<file path="config.mk">
export PLATFORM = sky130hd
export DESIGN_NAME = rx_frame_detector_flat
export DESIGN_NICKNAME = d
export VERILOG_FILES = /design/src/rtl/rx_pkg.sv /design/src/rtl/rx_frame_detector_if.sv /design/src/rtl/rx_frame_detector.sv /design/src/flat_wrapper.sv
export SDC_FILE = /design/constraint.sdc
export NUM_CORES = 1
export LEC_CHECK = 0
export CAP_MARGIN = 20
export CORE_MARGIN = 2
export CORE_UTILIZATION = 53
export CTS_CLUSTER_SIZE = 25
export DETAILED_ROUTE_END_ITERATION = 16
export GPL_TIMING_DRIVEN = 0
export PLACE_DENSITY = 0.83
export RECOVER_POWER = 25
export SETUP_SLACK_MARGIN = 0.05
export SYNTH_ARGS = -nofsm -noshare
export SYNTH_HDL_FRONTEND = slang
export SYNTH_SLANG_ARGS = --single-unit
export TNS_END_PERCENT = 10
</file>
<file path="constraint.sdc">
create_clock -name clk_i -period 3.1 [get_ports clk_i]
set_input_delay 0.93 -clock clk_i [delete_from_list [all_inputs] [get_ports clk_i]]
set_output_delay 0.93 -clock clk_i [all_outputs]
set_load 0.01 [all_outputs]
</file>
<file path="src/rtl/rx_pkg.sv">
// Shared receiver definitions: detector FSM states and the default constants
// agreed with the moving-average filter stage.
package rx_pkg;

  localparam int SPS_DEF        = 32;  // samples per symbol
  localparam int SAMPLE_W       = 18;  // filtered sample width
  localparam int FRAME_BITS_DEF = 8;   // data bits per frame

  typedef enum logic [2:0] {
    IDLE  = 3'd0,
    START = 3'd1,
    DATA  = 3'd2,
    STOP  = 3'd3,
    HOLD  = 3'd4
  } rx_state_e;

endpackage

</file>
<file path="src/rtl/rx_frame_detector_if.sv">
// Sample-in / byte-out bundle between the filter, the frame detector and the
// byte sink. The detector is the slave; the stimulus/sink side is the master.
interface rx_frame_detector_if
  import rx_pkg::*;
#(
  parameter int DATA_W     = SAMPLE_W,
  parameter int FRAME_BITS = FRAME_BITS_DEF
);

  logic signed [DATA_W-1:0]     signal_in;
  logic        [FRAME_BITS-1:0] data_out;
  logic                         data_valid;
  logic                         frame_err;
  logic                         busy;

  modport master (
    output signal_in,
    input  data_out,
    input  data_valid,
    input  frame_err,
    input  busy
  );

  modport slave (
    input  signal_in,
    output data_out,
    output data_valid,
    output frame_err,
    output busy
  );

endinterface

</file>
<file path="src/rtl/rx_frame_detector.sv">
// Frame detector: slices filtered samples against a threshold, finds the
// start bit, samples each symbol at its centre and emits the received byte
// (or a frame-error strobe when the stop bit is wrong). All outputs registered.
module rx_frame_detector
  import rx_pkg::*;
#(
  parameter int SPS        = SPS_DEF,
  parameter int DATA_W     = SAMPLE_W,
  parameter int FRAME_BITS = FRAME_BITS_DEF,
  parameter int THRESHOLD  = 0
) (
  input  logic               clk_i,
  input  logic               rst_n_i,
  rx_frame_detector_if.slave rx_if
);

  localparam int CNT_W = $clog2(SPS);
  localparam int BIT_W = (FRAME_BITS > 1) ? $clog2(FRAME_BITS) : 1;

  localparam logic signed [DATA_W-1:0] THR       = DATA_W'(THRESHOLD);
  localparam logic        [CNT_W-1:0]  CNT_HALF  = CNT_W'(SPS / 2 - 1);
  localparam logic        [CNT_W-1:0]  CNT_FULL  = CNT_W'(SPS - 1);
  localparam logic        [BIT_W-1:0]  BIT_LAST  = BIT_W'(FRAME_BITS - 1);

  rx_state_e             state_q,    state_d;
  logic [CNT_W-1:0]      cnt_q,      cnt_d;
  logic [BIT_W-1:0]      bit_idx_q,  bit_idx_d;
  logic [FRAME_BITS-1:0] shreg_q,    shreg_d;
  logic [FRAME_BITS-1:0] data_out_q, data_out_d;
  logic                  valid_q,    valid_d;
  logic                  err_q,      err_d;
  logic                  busy_q,     busy_d;
  logic                  d_q;

  // Slicer register: every FSM decision is taken on this registered bit
  always_ff @(posedge clk_i or negedge rst_n_i) begin
    if (!rst_n_i) begin
      d_q <= 1'b0;
    end else begin
      d_q <= (rx_if.signal_in > THR);
    end
  end

  // FSM, counters, shift register and output registers
  always_ff @(posedge clk_i or negedge rst_n_i) begin
    if (!rst_n_i) begin
      state_q    <= IDLE;
      cnt_q      <= '0;
      bit_idx_q  <= '0;
      shreg_q    <= '0;
      data_out_q <= '0;
      valid_q    <= 1'b0;
      err_q      <= 1'b0;
      busy_q     <= 1'b0;
    end else begin
      state_q    <= state_d;
      cnt_q      <= cnt_d;
      bit_idx_q  <= bit_idx_d;
      shreg_q    <= shreg_d;
      data_out_q <= data_out_d;
      valid_q    <= valid_d;
      err_q      <= err_d;
      busy_q     <= busy_d;
    end
  end

  // Next-state logic: counter cleared on each state entry and each bit sample
  always_comb begin
    state_d    = state_q;
    cnt_d      = cnt_q;
    bit_idx_d  = bit_idx_q;
    shreg_d    = shreg_q;
    data_out_d = data_out_q;
    valid_d    = 1'b0;
    err_d      = 1'b0;

    case (state_q)
      IDLE: begin
        cnt_d = '0;
        if (d_q) begin
          state_d = START;
        end else begin
          state_d = IDLE;
        end
      end

      START: begin
        if (cnt_q == CNT_HALF) begin
          cnt_d = '0;
          if (d_q) begin
            state_d   = DATA;
            bit_idx_d = '0;
          end else begin
            state_d = IDLE;  // glitch: too short to be a start bit
          end
        end else begin
          cnt_d = cnt_q + CNT_W'(1);
        end
      end

      DATA: begin
        if (cnt_q == CNT_FULL) begin
          cnt_d = '0;
          // New bit enters at the MSB so the first (LSB) bit ends up in bit 0
          shreg_d                 = shreg_q >> 1;
          shreg_d[FRAME_BITS-1]   = d_q;
          if (bit_idx_q == BIT_LAST) begin
            state_d   = STOP;
            bit_idx_d = '0;
          end else begin
            bit_idx_d = bit_idx_q + BIT_W'(1);
          end
        end else begin
          cnt_d = cnt_q + CNT_W'(1);
        end
      end

      STOP: begin
        if (cnt_q == CNT_FULL) begin
          cnt_d = '0;
          if (!d_q) begin
            data_out_d = shreg_q;
            valid_d    = 1'b1;
            state_d    = IDLE;
          end else begin
            err_d   = 1'b1;
            state_d = HOLD;
          end
        end else begin
          cnt_d = cnt_q + CNT_W'(1);
        end
      end

      HOLD: begin
        // A stuck-high line must drop before a new start bit is accepted
        cnt_d = '0;
        if (!d_q) begin
          state_d = IDLE;
        end else begin
          state_d = HOLD;
        end
      end

      default: begin
        state_d   = IDLE;
        cnt_d     = '0;
        bit_idx_d = '0;
      end
    endcase

    busy_d = (state_d != IDLE);
  end

  assign rx_if.data_out   = data_out_q;
  assign rx_if.data_valid = valid_q;
  assign rx_if.frame_err  = err_q;
  assign rx_if.busy       = busy_q;

endmodule

</file>
<file path="src/flat_wrapper.sv">
// flat-port wrapper written by rule: the top's interface ports become plain ports
module rx_frame_detector_flat import rx_pkg::*;
#(
  parameter int SPS        = SPS_DEF,
  parameter int DATA_W     = SAMPLE_W,
  parameter int FRAME_BITS = FRAME_BITS_DEF,
  parameter int THRESHOLD  = 0
)
  (clk_i, rst_n_i, rx_if_signal_in, rx_if_data_out, rx_if_data_valid, rx_if_frame_err, rx_if_busy);
  rx_frame_detector_if #(.DATA_W(DATA_W), .FRAME_BITS(FRAME_BITS)) rx_if_i ();
  input  logic clk_i;
  input  logic rst_n_i;
  input wire logic [$bits(rx_if_i.signal_in)-1:0] rx_if_signal_in;
  output wire logic [$bits(rx_if_i.data_out)-1:0] rx_if_data_out;
  output wire logic [$bits(rx_if_i.data_valid)-1:0] rx_if_data_valid;
  output wire logic [$bits(rx_if_i.frame_err)-1:0] rx_if_frame_err;
  output wire logic [$bits(rx_if_i.busy)-1:0] rx_if_busy;
  assign rx_if_i.signal_in = rx_if_signal_in;
  assign rx_if_data_out = rx_if_i.data_out;
  assign rx_if_data_valid = rx_if_i.data_valid;
  assign rx_if_frame_err = rx_if_i.frame_err;
  assign rx_if_busy = rx_if_i.busy;
  rx_frame_detector #(.SPS(SPS), .DATA_W(DATA_W), .FRAME_BITS(FRAME_BITS), .THRESHOLD(THRESHOLD)) u_core (.clk_i(clk_i), .rst_n_i(rst_n_i), .rx_if(rx_if_i));
endmodule
</file>
==> reports/qor.yml, run 1 <==
cells_and_area:
  drive_gt1_frac: 0.184
  design_area_um2: 1820
  syn_to_final_growth_pct: 29.4
  post-route-util: 0.727
  fill_cells: 176
  final_cells: 177
  num_antenna_cells: 0
  final_nets: 174
critical_path:
  end_kind: "asynchronous set/reset pin"
  crit_family: "buffers and inverters"
  worst_ep_required_time_ns: 3.38
  crit_path_top_delay_cell: "clkbuf_1"
  cp_cell_sequence: "dlygate4sd3_1 > clkbuf_1"
  crit_buf_inv: 2
  cp-start-kind: "primary input"
  crit_fanout: 22
  critPathArrivalTime_ns: 2.62
  max_stage_delay_ns: 0.89
  critPathKind: "in -> async"
routing:
  drcViolationCount: 0
  routed_via_density: 5.41
  drt_pass1_iterations: 3
  totalWireLength_um: 2450
  wl_per_cell_um: 13.8
  vias: 957
  ant_nets: 0
  drtIter0Drc: 24
power:
  leakage_nw: 0.852
  internal_power_mw: 0.708
  p_switching_mw: 0.243
  p_comb_frac: 0.190
  seqPwrFrac: 0.500
  swShare: 0.255
  power_density_nw_per_um2: 523
  p_clk_frac: 0.310
  max-vdd-ir-drop_v: 0.000481
clock_tree:
  numCtsBuffers: 5
  cts-htree-levels: 2
  hold_buffers: 0
  cts_setup_buffers: 0
  clk_root_buffer_cell: "clkbuf_4"
  clk_pin_slew_ns: 0.08
  tritoncts: "built"
  clock_sinks: 31
  insertion_delay_ns: 0.33
  cts.repair.resized: 0
  cts_buffer_depth: 2
logic_synthesis:
  yosysMostFrequentCell: "dfrtp_1"
  synth_nets: 136
  synthTopCellsByArea: "dfrtp_1 55%, mux2_2 14%, ha_1 6.2%"
  synthCells: 109
  async_flop_share: 1.00
  synth_top_area_cell: "dfrtp_1"
  yosysWarnings: 0
  synth_edf_count: 0
  ys_seq_elements: 31
  synthDistinctLibCells: 29
  synth.cell_area_um2: 1400
  ys_top_cells_by_count: "31 x dfrtp_1, 17 x mux2_2, 7 x ha_1, 7 x nor2_1, 4 x inv_1"
  synth.top_cell.area_share: 0.553
  synth_flop_cell: "dfrtp_1"
  avgSynthCellArea_um2: 12.9
  synth.yosys.seq_area_share: 0.553
sta:
  setup_viol_count_final: 0
  slew_headroom: 0.244
  slew_violations: 0
  setup_tns_ns: 0
  fin_ws_ns: 0.752
  period_minus_slack_ns: 2.35
  period_share: 0.757
  fmax_ghz: 0.426
  rsz0062_at_grt: "false"
  worst_pin_slew_ns: 1.13
  clock-skew-final_ns: 0.00799
  hold_violations: 0
place:
  hpwlAfterDp_um: 1890
  dpl.cell_count: 170
  port_buffers: 30
  pre_cts_ws_ns: 0.815
  placed_area_um2: 1770
  gp_congestion: 0.842
flow_run:
  maxCapViolations: 0
global_routing:
  top_usage_layer: "met2"
  grt_util_met3: 0.0398
  grt_max_degree: 23
  grt_overflow_total: 0
  grt_util_met2: 0.296
  antenna_found_initial: 0
  grt_use_total: 0.179
  met1_usage: 0.205
  first_global_vias: 1006
  grt_pass1_wl_um: 4220
die:
  die_w_um: 55.5
  rows: 18
  pin_count: 31
  fp.dieH_um: 55.5
  fp.coreArea_um2: 2500
  die_area_um2: 3080
  initial_core_util: 0.562
worst_hold_path:
  holdCritPathClass: "reg -> reg"
status:
  outcome: "finished, final reports clean"
[worst register-to-register path, delay by kind of cell, from the launching register on]
kind          cells  cell delay [ns]
flops             1             0.39
fa+ha+maj         2             0.45
simple gates      3             0.93
mux               1             0.41
[final timing paths]
path / startpoint / end / slack [ns] / cells after the start
worst max-delay path: rst_n_i / u_core.shreg_q[7]$_DFFE_PN0P_ / 0.75 / 2
worst min-delay path: u_core.cnt_q[0]$_DFF_PN0_ / u_core.cnt_q[0]$_DFF_PN0_ / 0.48 / 1
worst max register to register: u_core.cnt_q[0]$_DFF_PN0_ / u_core.rx_if.data_out[5]$_DFFE_PN0P_ / 0.83 / 6
worst min register to register: u_core.cnt_q[0]$_DFF_PN0_ / u_core.cnt_q[0]$_DFF_PN0_ / 0.48 / 1
max in group clk_i: u_core.cnt_q[0]$_DFF_PN0_ / u_core.rx_if.data_out[5]$_DFFE_PN0P_ / 0.83 / 6
min in group asynchronous: rst_n_i / u_core.rx_if.frame_err$_DFF_PN0_ / 0.97 / 1
[cell type report]
cell class / count / area [um^2] / share of cell area
Buffer: 4 / 17.5 / 0.00964
Clock buffer: 6 / 41.3 / 0.0227
Timing Repair Buffer: 31 / 304 / 0.167
Multi-Input combinational cell: 70 / 596 / 0.328
Tap cell: 30 / 37.5 / 0.0207
Clock inverter: 1 / 30.0 / 0.0165
Sequential cell: 31 / 776 / 0.427
Inverter: 4 / 15.0 / 0.00826
[through the flow]
step | hold WS [ns] | power, mW
floorplan | 0.433 | 0.592
global placement | 0.443 | 0.652
detailed placement | 0.472 | 0.672
CTS | 0.484 | 0.965
global route | 0.501 | 1.00
finish | 0.482 | 0.951
[sequential cells by signal, summed over array words and instances (netlist names)]
name	flops
u_core.rx_if.data_valid	1
u_core.state_q	3
u_core.cnt_q	5
u_core.rx_if.frame_err	1
u_core.d_q	1
u_core.rx_if.data_out	8
u_core.rx_if.busy	1
u_core.bit_idx_q	3
u_core.shreg_q	8
[routing by layer]
layer	vias to the layer above	wire length, um
li1	463	-
met1	455	1070
met2	32	1190
met3	7	120
met4	0	71
met5	-	0
[power by group through the flow]
stage                     registers [mW]  clock network, mW  logic, mW
after detailed placement           0.483                  0      0.189
final                              0.475              0.295      0.181
after global routing               0.481              0.317      0.206
after floorplan                    0.478                  0      0.113
after CTS                          0.475              0.301      0.189
after global placement             0.478                  0      0.174
[logic make-up after synthesis]
group | after synthesis | synth area share
AOI/OAI and AO/OA | 11 | 0.0606
and+or+nand+nor | 33 | 0.152
DFF | 31 | 0.553
buffers and inverters | 8 | 0.0232
xor gates and xnor gates | 2 | 0.0125
adders and majority gates | 7 | 0.0624
muxes | 17 | 0.136
[layout by cell type, fill, tap and decap left out, drive strengths merged]
master,Yosys,routed
nor2b,3,3
a31oi,1,1
buf,2,2
or4,3,3
o21bai,1,1
inv,4,4
nand2,3,3
clkdlybuf4s50,0,29
o21ai,3,3
nand2b,2,2
bufinv,0,1
and2,1,1
nor3,3,3
a211o,1,1
and3b,1,1
ha,7,7
xnor2,1,1
mux2,17,17
nor3b,2,2
dlygate4sd3,0,1
a32o,3,3
nand4b,2,2
and4b,2,2
and3,1,1
xor2,1,1
o21ba,1,1
nand3,2,2
a21boi,1,1
nor4b,1,1
clkbuf,2,9
nor2,7,7
dfrtp,31,31
Note: power is estimated with default switching activity, not from simulation.
==> run 2: changes to the inputs <==
Settings changed: CORE_UTILIZATION 53 to 44, PLACE_DENSITY 0.83 to 0.74.
Clock period 3.1 ns to 1.9 ns, I/O delays scaled along.
==> reports/qor.yml, run 2 (synthesis results as in run 1) <==
cells_and_area:
  final_common_cell: "dfrtp_1"
  final_cell_mix: "31 x dfrtp_1, 23 x clkdlybuf4s50_1, 9 x mux2_2, 8 x mux2_4, 7 x nor2_1"
  fill_cells: 243  # +38%
  drive_gt1_frac: 0.281  # +0.0974
  num_antenna_cells: 0  # unchanged
  syn_to_final_growth_pct: 41.2
  final_nets: 179  # +2.9%
sta:
  rsz0062_at_grt: "true"
  setup_viol_count_final: 0  # unchanged
  setup_tns_ns: 0  # unchanged
  fin_hold_ws_ns: 0.514  # +0.0314 ns
  clock-skew-final_ns: 0.00724  # -0.000752 ns
  worst_pin_slew_ns: 0.648  # -0.487 ns
  hold_violations: 0  # unchanged
  period_share: 0.981
  slew_headroom: 0.567  # +0.323
  fin_ws_ns: 0.0359  # -0.716 ns
  fmax_ghz: 0.536
  slew_violations: 0  # unchanged
  period_minus_slack_ns: 1.86
critical_path:
  end_kind: "flip-flop"
  critPathArrivalTime_ns: 2.08  # -0.54 ns
  worst_ep_required_time_ns: 2.11  # -1.27 ns
  cp-start-kind: "flip-flop"
  critPathKind: "reg -> reg"
  crit_fanout: 7  # -68%
  r2r_slack_ns: 0.04  # -0.79 ns
  rr_startpoint: "u_core.cnt_q[1]$_DFF_PN0_"
  r2r_cells: 7  # +1
  timing.rr.end: "u_core.rx_if.data_out[1]$_DFFE_PN0P_"
power:
  power_density_nw_per_um2: 788  # +51%
  p_comb_frac: 0.223  # +0.033
  max-vdd-ir-drop_v: 0.000424  # -12%
  p_switching_mw: 0.431  # +77%
  swShare: 0.276  # +0.0203
  power_mw: 1.56  # +64%
  seqPwrFrac: 0.499  # about the same
  p_clk_frac: 0.278  # -0.032
  internal_power_mw: 1.13  # +60%
  leakage_nw: 1.01  # +19%
flow_run:
  maxCapViolations: 0  # unchanged
global_routing:
  grt_overflow_total: 0  # unchanged
  met1_usage: 0.183  # -0.0218
  top_usage_layer: "met2"
  grt_util_met3: 0.0618  # +0.0220
  first_global_vias: 1049  # +4.3%
  antenna_found_initial: 0  # unchanged
  grt_max_degree: 18  # -22%
  grt_pass1_wl_um: 4350  # +3.3%
  grt_use_total: 0.165  # -0.0147
  grt_util_met2: 0.287  # -0.00865
place:
  pre_cts_ws_ns: -0.323  # -1.14 ns
  hpwlAfterDp_um: 1910  # +0.86%
  gp_congestion: 0.799  # -5.1%
  port_buffers: 30  # unchanged
worst_hold_path:
  holdPathStages: 1  # unchanged
  holdPathEnd: "u_core.rx_if.data_out[5]$_DFFE_PN0P_"
  holdCritPathClass: "reg -> reg"
  hp-start: "u_core.rx_if.data_out[5]$_DFFE_PN0P_"
clock_tree:
  insertion_delay_ns: 0.32  # about the same
  cts_buffer_depth: 2  # unchanged
  cts-htree-levels: 2  # unchanged
  hold_buffers: 0  # unchanged
  numCtsBuffers: 5  # unchanged
  clk_root_buffer_cell: "clkbuf_4"
  clk_pin_slew_ns: 0.10  # +0.02 ns
  clock_sinks: 31  # unchanged
  tritoncts: "built"
die:
  pin_count: 31  # unchanged
  die_area_um2: 3660  # +19%
  die_w_um: 60.5  # +9.1%
  fp.coreArea_um2: 3050  # +22%
  initial_core_util: 0.460  # -0.102
  fp.dieH_um: 60.5  # +9.1%
  rows: 20  # +2
routing:
  totalWireLength_um: 2700  # +10%
  drcViolationCount: 0  # unchanged
  drtIter0Drc: 21  # -13%
  ant_nets: 0  # unchanged
  vias: 999  # +4.4%
  drt_pass1_iterations: 4  # +1
  routed_via_density: 5.07  # -6.2%
  wl_per_cell_um: 13.7  # -0.98%
status:
  outcome: "finished, final reports clean"
[run 2: cell count changes in the layout (fill, tap and decap cells not counted), sizes merged]
cell and delta:
dlymetal6s2s +6, bufinv -1, clkbuf +1, clkinvlp +1, clkdlybuf4s50 -6, buf +5
[run 2: how the worst max path moves through the flow]
| stage | from | endpoint | cells past startpoint |
|---|---|---|---|
| 2_1_floorplan | u_core.cnt_q[0]$_DFF_PN0_ | u_core.rx_if.data_out[0]$_DFFE_PN0P_ | 6 |
| 3_3_place_gp | u_core.cnt_q[0]$_DFF_PN0_ | u_core.rx_if.data_out[5]$_DFFE_PN0P_ | 6 |
| 3_5_place_dp | u_core.cnt_q[0]$_DFF_PN0_ | u_core.rx_if.data_out[1]$_DFFE_PN0P_ | 6 |
| 4_1_cts | u_core.cnt_q[1]$_DFF_PN0_ | u_core.rx_if.data_out[1]$_DFFE_PN0P_ | 7 |
| 5_1_grt | u_core.cnt_q[1]$_DFF_PN0_ | u_core.rx_if.data_out[1]$_DFFE_PN0P_ | 7 |
| 6_report | u_core.cnt_q[1]$_DFF_PN0_ | u_core.rx_if.data_out[1]$_DFFE_PN0P_ | 7 |
[run 2: stage by stage]
stage,cells,util,area (um^2)
floorplan,109,-,1400
global placement,183,0.576,1760
detailed placement,184,0.585,1790
CTS,197,0.634,1940
global route,197,0.649,1980
finish,197,0.649,1980
[run 2: final cells by class]
| type | count | area [um^2] | area share |
|---|---|---|---|
| timing repair buffer | 36 | 362 | 0.182 |
| tap | 44 | 55.1 | 0.0278 |
| clock buffer | 7 | 65.1 | 0.0328 |
| sequential | 31 | 776 | 0.391 |
| multi-input combinational | 70 | 678 | 0.342 |
| inverter | 4 | 15.0 | 0.00758 |
| clock inverter | 1 | 7.51 | 0.00379 |
| buffer | 4 | 23.8 | 0.0120 |
[run 2: what timing repair did]
| action | CTS | global route |
|---|---|---|
| pin swaps | 2 | 2 |
| buffers inserted | 5 | 0 |
| endpoints found under the setup margin | 19 | 24 |
| cloned | 0 | 0 |
| resized for setup | 10 | 20 |
[run 2: routing by layer]
| layer | share of wire | wire (um) |
|---|---|---|
| met5 | 0 | 0 |
| met1 | 0.43 | 1160 |
| met4 | 0.017 | 47 |
| met2 | 0.50 | 1360 |
| met3 | 0.051 | 137 |
[run 2: power groups by stage]
stage | sequential (mW) | clock, mW | combinational (mW)
after floorplan | 0.781 | 0 | 0.184
after global placement | 0.779 | 0 | 0.281
after detailed placement | 0.784 | 0 | 0.308
after CTS | 0.777 | 0.451 | 0.347
after global routing | 0.786 | 0.489 | 0.395
final | 0.780 | 0.434 | 0.349
[run 2: worst max-delay path, cell delays in order, from the launching register on]
cell,delay (ns)
dfrtp_1,0.37
ha_2,0.18
and3_4,0.21
ha_4,0.15
nand2_4,0.07
nor4b_4,0.27
buf_6,0.20
mux2_4,0.31
==> run 3: changes to the inputs <==
Settings changed: TNS_END_PERCENT 10 to 50.
==> reports/qor.yml, run 3 (synthesis results as in run 1) <==
sta:
  setup_viol_count_final: 0  # unchanged
  clock-skew-final_ns: 0.0111  # +0.00384 ns
  period_share: 0.970  # -0.0107
  rsz0062_at_grt: "true"
  slew_violations: 0  # unchanged
  fmax_ghz: 0.542  # +1.1%
  slew_headroom: 0.656  # +0.0898
  period_minus_slack_ns: 1.84  # -0.0203 ns
  fin_ws_ns: 0.0562  # +0.0203 ns
  fin_hold_ws_ns: 0.508  # -0.00592 ns
  hold_violations: 0  # unchanged
  worst_pin_slew_ns: 0.514  # -0.134 ns
routing:
  routed_via_density: 5.05  # -0.41%
  ant_nets: 0  # unchanged
  wl_per_cell_um: 13.7  # -0.17%
  drcViolationCount: 0  # unchanged
  drtIter0Drc: 43  # +100%
  vias: 1000  # +0.10%
  totalWireLength_um: 2710  # +0.33%
  drt_pass1_iterations: 4  # unchanged
critical_path:
  r2r_slack_ns: 0.06  # +0.02 ns
  cp-start-kind: "flip-flop"
  crit_fanout: 3  # -4
  rr_startpoint: "u_core.cnt_q[0]$_DFF_PN0_"
  critPathCapture: "u_core.rx_if.data_out[6]$_DFFE_PN0P_"
  critPathKind: "reg -> reg"
  startpoint: "u_core.cnt_q[0]$_DFF_PN0_"
  r2r_cells: 7  # unchanged
  timing.rr.end: "u_core.rx_if.data_out[6]$_DFFE_PN0P_"
  end_kind: "flip-flop"
  critPathArrivalTime_ns: 2.07  # about the same
  worst_ep_required_time_ns: 2.13  # +0.02 ns
place:
  pre_cts_ws_ns: -0.217  # +0.106 ns
  gp_congestion: 0.773  # -3.2%
  port_buffers: 30  # unchanged
  hpwlAfterDp_um: 1930  # +1.5%
  dpl.cell_count: 184  # unchanged
die:
  pin_count: 31  # unchanged
  die_w_um: 60.5  # unchanged
  initial_core_util: 0.460  # unchanged
  fp.coreArea_um2: 3050  # unchanged
  die_area_um2: 3660  # unchanged
  rows: 20  # unchanged
  fp.dieH_um: 60.5  # unchanged
cells_and_area:
  multiInputGateArea_um2: 661  # -2.6%
  final_cells: 198  # +0.51%
  fill_cells: 245  # +0.82%
  syn_to_final_growth_pct: 39.8
  num_antenna_cells: 0  # unchanged
  final_nets: 181  # +1.1%
  final_common_cell: "dfrtp_1"
  final_cell_mix: "31 x dfrtp_1, 23 x clkdlybuf4s50_1, 11 x mux2_2, 7 x nor2_1"
  area.sequential_um2: 776  # unchanged
  drive_gt1_frac: 0.273  # -0.00832
  post-route-util: 0.643  # -0.00615
power:
  max-vdd-ir-drop_v: 0.000355  # -16%
  leakage_nw: 1.02  # +0.32%
  power_density_nw_per_um2: 763  # -3.2%
global_routing:
  grt_use_total: 0.174  # +0.00966
  grt_overflow_total: 0  # unchanged
  grt_max_degree: 21  # +3
  antenna_found_initial: 0  # unchanged
  first_global_vias: 1045  # -0.38%
  grt_pass1_wl_um: 4560  # +4.8%
clock_tree:
  clk_pin_slew_ns: 0.10  # about the same
  cts_buffer_depth: 2  # unchanged
  cts-htree-levels: 2  # unchanged
  clk_root_buffer_cell: "clkbuf_4"
  insertion_delay_ns: 0.33  # about the same
  numCtsBuffers: 5  # unchanged
  hold_buffers: 0  # unchanged
  tritoncts: "built"
  clock_sinks: 31  # unchanged
flow_run:
  maxCapViolations: 0  # unchanged
status:
  outcome: "finished, final reports clean"
worst_hold_path:
  holdCritPathClass: "reg -> reg"
run 3: worst min-delay path by stage:
stage	start	to	slack [ns]	depth (start not counted)
floorplan	rst_n_i	u_core.bit_idx_q[0]$_DFFE_PN0P_	0.27	0
global placement	u_core.cnt_q[0]$_DFF_PN0_	u_core.cnt_q[0]$_DFF_PN0_	0.45	1
detailed placement	u_core.cnt_q[0]$_DFF_PN0_	u_core.cnt_q[0]$_DFF_PN0_	0.48	1
CTS	u_core.rx_if.data_out[4]$_DFFE_PN0P_	u_core.rx_if.data_out[4]$_DFFE_PN0P_	0.52	1
global route	u_core.rx_if.data_out[5]$_DFFE_PN0P_	u_core.rx_if.data_out[5]$_DFFE_PN0P_	0.54	1
finish	u_core.rx_if.data_out[5]$_DFFE_PN0P_	u_core.rx_if.data_out[5]$_DFFE_PN0P_	0.51	1
run 3: area by class of cell:
type,count,area share
sequential,31,0.395
multi-input combinational,70,0.337
timing repair buffer,38,0.192
tap,44,0.0280
clock buffer,6,0.0261
buffer,4,0.0121
inverter,4,0.00765
clock inverter,1,0.00255
run 3: worst max-delay path: stages (launching register included):
cell     delay, ns
dfrtp_1       0.37
ha_2          0.18
and3_4        0.21
ha_4          0.15
nand2_4       0.07
nor4b_4       0.26
buf_4         0.18
mux2_2        0.32
run 3: layer usage:
metal | global-route usage | up-vias | wire length (um)
met5 | 0 | - | 0
li1 | - | 478 | -
met1 | 0.206 | 486 | 1070
met2 | 0.283 | 31 | 1450
met4 | 0.112 | 0 | 64
met3 | 0.0448 | 5 | 123
run 3: metrics by stage:
| stage | cell area [um^2] | power [mW] | TNS [ns] |
|---|---|---|---|
| after floorplan | 1430 | 0.975 | 0 |
| after global placement | 1790 | 1.07 | -9.65 |
| after detailed placement | 1800 | 1.10 | -2.37 |
| after CTS | 1930 | 1.52 | 0 |
| after global routing | 1960 | 1.60 | -0.0113 |
| final | 1960 | 1.50 | 0 |
run 3: power by group:
group,leakage (nW),switching [mW],internal [mW]
combinational,0.566,0.150,0.188
clock,0.0341,0.210,0.171
sequential,0.416,0.0532,0.726
total,1.02,0.413,1.09
run 3: what timing repair did:
| item | in CTS | in global routing |
|---|---|---|
| buffers inserted | 7 | 0 |
| resized for setup | 4 | 17 |
| endpoints found under the setup margin | 15 | 25 |
| pin swaps | 2 | 2 |
| gates cloned | 0 | 0 |
